`config.mk`:
```
export PLATFORM = sky130hd
export DESIGN_NAME = ps2_receiver
export DESIGN_NICKNAME = d
export VERILOG_FILES = /design/src/rtl/ps2_receiver.sv
export SDC_FILE = /design/constraint.sdc
export NUM_CORES = 1
export LEC_CHECK = 0
export BUFFER_PORTS_ARGS = -buffer_cell sky130_fd_sc_hd__clkbuf_2
export CAP_MARGIN = 20
export CORE_UTILIZATION = 35
export DETAILED_ROUTE_END_ITERATION = 7
export SLEW_MARGIN = 15
export SYNTH_ARGS = -nofsm -noshare
export SYNTH_HDL_FRONTEND = slang
export SYNTH_SLANG_ARGS = --single-unit
```
`constraint.sdc`:
```
create_clock -name clk -period 4.3 [get_ports clk]
set_clock_uncertainty 0.1 [all_clocks]
set_input_delay 0.86 -clock clk [delete_from_list [all_inputs] [get_ports clk]]
set_output_delay 0.86 -clock clk [all_outputs]
set_load 0.05 [all_outputs]
```
`src/rtl/ps2_receiver.sv`:
```
// PS/2 keyboard receiver: synchronizes and deglitches the device-driven lines, deframes
// 11-bit frames and queues good bytes in a small FIFO read with a rd/valid handshake.
module ps2_receiver #(
    parameter int unsigned FREQ_MHZ      = 50,
    parameter int unsigned FILTER_CYCLES = 8,
    parameter int unsigned TIMEOUT_US    = 1000,
    parameter int unsigned FIFO_DEPTH    = 4
) (
    input  logic       clk,
    input  logic       reset_button,
    input  logic       ps2_clk,
    input  logic       ps2_data,
    input  logic       rd,
    input  logic       err_clr,
    output logic       valid,
    output logic [7:0] rx_data,
    output logic       frame_error,
    output logic       overflow
);

    localparam int unsigned TIMEOUT_CYCLES = TIMEOUT_US * FREQ_MHZ;
    localparam int unsigned TW             = $clog2(TIMEOUT_CYCLES + 1);
    localparam int unsigned AW             = $clog2(FIFO_DEPTH);
    localparam logic [7:0]    FILT_MAX     = 8'(FILTER_CYCLES);
    localparam logic [TW-1:0] TIMEOUT_MAX  = TW'(TIMEOUT_CYCLES);

    typedef enum logic [1:0] {StIdle, StData, StParity, StStop} state_e;

    logic          clk_s1_q, clk_s2_q, dat_s1_q, dat_s2_q;
    logic          clk_f_q, fall_q;
    logic [7:0]    filt_cnt_q;
    state_e        state_q;
    logic [2:0]    bit_cnt_q;
    logic [7:0]    shift_q;
    logic          parity_q;
    logic [TW-1:0] timer_q;
    logic [7:0]    mem_q [FIFO_DEPTH];
    logic [AW:0]   wr_ptr_q, rd_ptr_q;
    logic          frame_error_q, overflow_q;

    logic timeout, stop_ok, push, err_set;
    logic empty, full, pop, do_write, ovf_set;

    always_ff @(posedge clk or negedge reset_button) begin
        if (!reset_button) begin
            clk_s1_q <= 1'b1;
            clk_s2_q <= 1'b1;
            dat_s1_q <= 1'b1;
            dat_s2_q <= 1'b1;
        end else begin
            clk_s1_q <= ps2_clk;
            clk_s2_q <= clk_s1_q;
            dat_s1_q <= ps2_data;
            dat_s2_q <= dat_s1_q;
        end
    end

    // The filtered clock only follows a level that has held for FILTER_CYCLES cycles.
    always_ff @(posedge clk or negedge reset_button) begin
        if (!reset_button) begin
            clk_f_q    <= 1'b1;
            filt_cnt_q <= '0;
            fall_q     <= 1'b0;
        end else begin
            fall_q <= 1'b0;
            if (clk_s2_q == clk_f_q) begin
                filt_cnt_q <= '0;
            end else if (filt_cnt_q == FILT_MAX) begin
                clk_f_q    <= clk_s2_q;
                filt_cnt_q <= '0;
                fall_q     <= clk_f_q;
            end else begin
                filt_cnt_q <= filt_cnt_q + 8'd1;
            end
        end
    end

    always_comb begin
        timeout = (state_q != StIdle) && !fall_q && (timer_q == TIMEOUT_MAX);
        stop_ok = dat_s2_q && (^{shift_q, parity_q});
        push    = fall_q && (state_q == StStop) && stop_ok;
        err_set = timeout || (fall_q && (state_q == StStop) && !stop_ok);
    end

    always_ff @(posedge clk or negedge reset_button) begin
        if (!reset_button) begin
            state_q   <= StIdle;
            bit_cnt_q <= '0;
            shift_q   <= '0;
            parity_q  <= 1'b0;
            timer_q   <= '0;
        end else begin
            if (state_q == StIdle || fall_q) begin
                timer_q <= '0;
            end else begin
                timer_q <= timer_q + 1'b1;
            end
            if (timeout) begin
                state_q <= StIdle;
            end else if (fall_q) begin
                case (state_q)
                    StIdle: begin
                        if (!dat_s2_q) begin
                            state_q   <= StData;
                            bit_cnt_q <= '0;
                        end
                    end
                    StData: begin
                        shift_q[bit_cnt_q] <= dat_s2_q;
                        bit_cnt_q          <= bit_cnt_q + 3'd1;
                        if (bit_cnt_q == 3'd7) begin
                            state_q <= StParity;
                        end
                    end
                    StParity: begin
                        parity_q <= dat_s2_q;
                        state_q  <= StStop;
                    end
                    default: begin
                        state_q <= StIdle;
                    end
                endcase
            end
        end
    end

    // One extra pointer bit separates full from empty when the index bits match.
    always_comb begin
        empty    = (wr_ptr_q == rd_ptr_q);
        full     = (wr_ptr_q[AW] != rd_ptr_q[AW]) && (wr_ptr_q[AW-1:0] == rd_ptr_q[AW-1:0]);
        pop      = rd && !empty;
        do_write = push && (!full || pop);
        ovf_set  = push && full && !pop;
    end

    always_ff @(posedge clk or negedge reset_button) begin
        if (!reset_button) begin
            wr_ptr_q <= '0;
            rd_ptr_q <= '0;
            for (int i = 0; i < int'(FIFO_DEPTH); i++) begin
                mem_q[i] <= '0;
            end
        end else begin
            if (do_write) begin
                mem_q[wr_ptr_q[AW-1:0]] <= shift_q;
                wr_ptr_q                <= wr_ptr_q + 1'b1;
            end
            if (pop) begin
                rd_ptr_q <= rd_ptr_q + 1'b1;
            end
        end
    end

    always_ff @(posedge clk or negedge reset_button) begin
        if (!reset_button) begin
            frame_error_q <= 1'b0;
            overflow_q    <= 1'b0;
        end else begin
            if (err_set) begin
                frame_error_q <= 1'b1;
            end else if (err_clr) begin
                frame_error_q <= 1'b0;
            end
            if (ovf_set) begin
                overflow_q <= 1'b1;
            end else if (err_clr) begin
                overflow_q <= 1'b0;
            end
        end
    end

    assign valid       = !empty;
    assign rx_data     = mem_q[rd_ptr_q[AW-1:0]];
    assign frame_error = frame_error_q;
    assign overflow    = overflow_q;

endmodule

```
==> flow_summary.json <==
{
  "final_common_cell": "dfrtp_1",
  "worstReg2RegEnd": "mem_q[2]$_DFFE_PN0P_",
  "syn_area_sq_um": 4031,
  "cts_tree": "built",
  "crit_buf_inv": 1,
  "whs_ns": 0.2543,
  "drc_errors": 0,
  "die_x_um": 109.3,
  "synth-seq-area-share_pct": 52.30,
  "max_slew_margin_pct": 34.25,
  "cp-startpoint": "rd_ptr_q[0]$_DFFE_PN0P_",
  "cts_buffers": 9,
  "clkSinkCount": 84,
  "fin_area_sq_um": 4583,
  "core_area_sq_um": 11030,
  "wl_um": 6916,
  "setup_viol": 0,
  "place_congestion": 0.7792,
  "yosysWarningCount": 0,
  "viasPerCell": 5.032,
  "crit_required_ns": 3.34,
  "p_leak_nw": 2.117,
  "fmax_ghz": 0.3408,
  "cts_root_buf": "clkbuf_16",
  "post-cts-setup-buffers": 0,
  "grtUsageTotal_pct": 13.25,
  "ff2ff_path_depth": 5,
  "hold_violations": 0,
  "min_period_ns": 2.934,
  "grt_pass1_wl_um": 11950,
  "gr-total-overflow": 0,
  "final_layout_size_suffix_gt1_share_pct": 28.96,
  "area_growth_pct": 13.69,
  "rsz0062_at_grt": "false",
  "critPathMaxStageDelay_ns": 0.77,
  "fin_crit_sh_pct": 68.24,
  "fp.dieH_um": 109.3,
  "start_util_pct": 36.55,
  "syn-mean-instance-area_sq_um": 13.00,
  "fp-row-count": 38,
  "grt_pass1_vias": 2449,
  "clockBufferDepth": 2,
  "postCtsHoldBufs": 0,
  "setup_tns_ns": 0,
  "critical_path_class": "reg -> out",
  "r2r_setup_slack_ns": 1.44,
  "synthTopCellsByArea": "dfrtp_1 (49%), mux2_2 (10%), ha_1 (5.0%)",
  "ys_types": 43,
  "setup_slack_ns": 1.366,
  "fin_util_pct": 41.55,
  "place_area_sq_um": 4254,
  "report.final.slew_viol_count": 0,
  "antenna_cells": 0,
  "ys_seq_elements": 84,
  "postRouteAntennaNets": 0,
  "grt_max_degree": 85,
  "maxCapViolations": 0,
  "h-tree-depth": 3,
  "crit_cells": 2,
  "clock_latency_ns": 0.34,
  "power.density_nw_per_um2": 409.5,
  "status": "complete, no violations",
  "clkTransAtPathRegs_ns": 0.06,
  "yosys.area.top_type": "dfrtp_1",
  "worst_pin_slew_ns": 0.9819,
  "antenna_found_initial": 0,
  "die-area_sq_um": 11950,
  "syn-num-nets": 332,
  "start_kind": "flip-flop",
  "crit_family": "flip-flops",
  "cts_resized": 0,
  "mostFrequentLayoutCells": "dfrtp_1 (79), mux2_2 (37), nor2_1 (30)",
  "cpMaxStageDelayCell": "dfrtp_1",
  "crit_arrival_ns": 1.97,
  "pin_count": 17,
  "netlist_instances": 310,
  "hold_path_class": "reg -> reg",
  "portBuffers": 16,
  "crit_chain": "mux4_2 -> clkbuf_2",
  "ir_worst_vdd_v": 0.0003254,
  "hpwlAfterDp_um": 4668,
  "drtIter0Drc": 101,
  "synth_top_area_share_pct": 49.04,
  "vias": 2390,
  "crit_end": "rx_data[7]",
  "firstDrtPassIters": 4,
  "dp_slack_ns": 1.399,
  "nets": 353,
  "critPathMaxFanout": 11,
  "critPathCaptureType": "output pin",
  "r2r_start": "rd_ptr_q[0]$_DFFE_PN0P_",
  "wl_per_cell_um": 14.56
}
==> state kept, by name, indices dropped and copies added, names as in the netlist <==
signal       count
fall_q           1
rd_ptr_q         3
overflow         1
mem_q           32
wr_ptr_q         3
parity_q         1
dat_s1_q         1
bit_cnt_q        3
dat_s2_q         1
shift_q          8
filt_cnt_q       8
timer_q         16
clk_s1_q         1
clk_s2_q         1
state_q          2
frame_error      1
clk_f_q          1
==> worst reg2reg max path: stages, from the launching register on <==
cell      delay, ns
dfrtp_1        0.77
xnor2_1        0.17
nand4b_1       0.15
nand3_1        0.30
nor3b_2        0.89
mux2_4         0.36
==> per-layer routing <==
| layer | track usage (%) | share of wire [%] | vias to the layer above |
|---|---|---|---|
| met5 | 0 | 0 | - |
| met2 | 21.92 | 49 | 30 |
| met3 | 4.801 | 3.3 | 8 |
| met1 | 16.36 | 47 | 1226 |
| li1 | - | - | 1126 |
| met4 | 3.524 | 1.3 | 0 |
==> Yosys cell counts <==
cell type   n
nand3b_1    1
nor4bb_1    1
a22o_1      2
nor2b_1     3
ha_1       16
nor2_1     30
nand2b_1    4
nand4b_1    1
dfrtp_1    79
nand3_1    13
nor4_1      1
nor3b_2     1
o21ai_0     4
nand4_1     3
or3_1       4
xnor2_4     1
mux2_2     37
inv_1      13
dfstp_2     5
xnor2_1    15
mux4_2      8
o2bb2ai_1   1
nor3b_1     1
buf_6       1
nor3b_4     3
nor3_1      5
or2_2       2
a21boi_0    1
mux2_4      8
buf_2       1
o211ai_1    1
and4_1      1
or4_1       1
and3_1      4
a221o_1     1
and2_1      1
buf_4       1
clkbuf_1    3
xnor3_2     1
nand2_1    10
a21oi_1     4
xor2_1     15
a32o_1      2
==> report_power, final <==
group          switching [mW]  internal, mW  total [mW]
sequential             0.0724         0.822       0.895
combinational          0.0705        0.0812       0.152
clock                   0.295         0.536       0.830
==> worst min-delay path by stage <==
stage                       start  cells after the start                  to  slack (ns)
5_1_grt        clk_s1_q$_DFF_PN1_                      0  clk_s2_q$_DFF_PN1_        0.26
6_report       clk_s1_q$_DFF_PN1_                      0  clk_s2_q$_DFF_PN1_        0.25
2_1_floorplan  clk_s1_q$_DFF_PN1_                      0  clk_s2_q$_DFF_PN1_        0.25
3_3_place_gp   clk_s1_q$_DFF_PN1_                      0  clk_s2_q$_DFF_PN1_        0.25
4_1_cts        clk_s1_q$_DFF_PN1_                      0  clk_s2_q$_DFF_PN1_        0.26
3_5_place_dp   clk_s1_q$_DFF_PN1_                      0  clk_s2_q$_DFF_PN1_        0.25
==> cell families after synthesis <==
| logic type | Yosys count | synth area share, % |
|---|---|---|
| simple gates | 90 | 12.32 |
| buf+inv | 19 | 2.079 |
| flops | 84 | 52.30 |
| mux | 53 | 17.78 |
| compound gates | 16 | 2.763 |
| xor+xnor | 32 | 7.790 |
| fa+ha+maj | 16 | 4.966 |
==> stage by stage <==
| step | power [mW] | cells |
|---|---|---|
| floorplan | 1.017 | 310 |
| global placement | 1.059 | 460 |
| detailed placement | 1.066 | 460 |
| CTS | 1.911 | 475 |
| global route | 1.967 | 475 |
| finish | 1.877 | 475 |
==> final cells by class <==
type | instances | area [sq um]
fillers | 1072 | 6447
flip-flops and latches | 84 | 2108
multi-input cells | 207 | 1839
clock buffers | 11 | 252.7
well taps | 140 | 175.2
repair buffers | 16 | 86.33
clock inverters | 4 | 72.57
inverters | 13 | 48.80
Note: power is estimated with default switching activity, not from simulation.
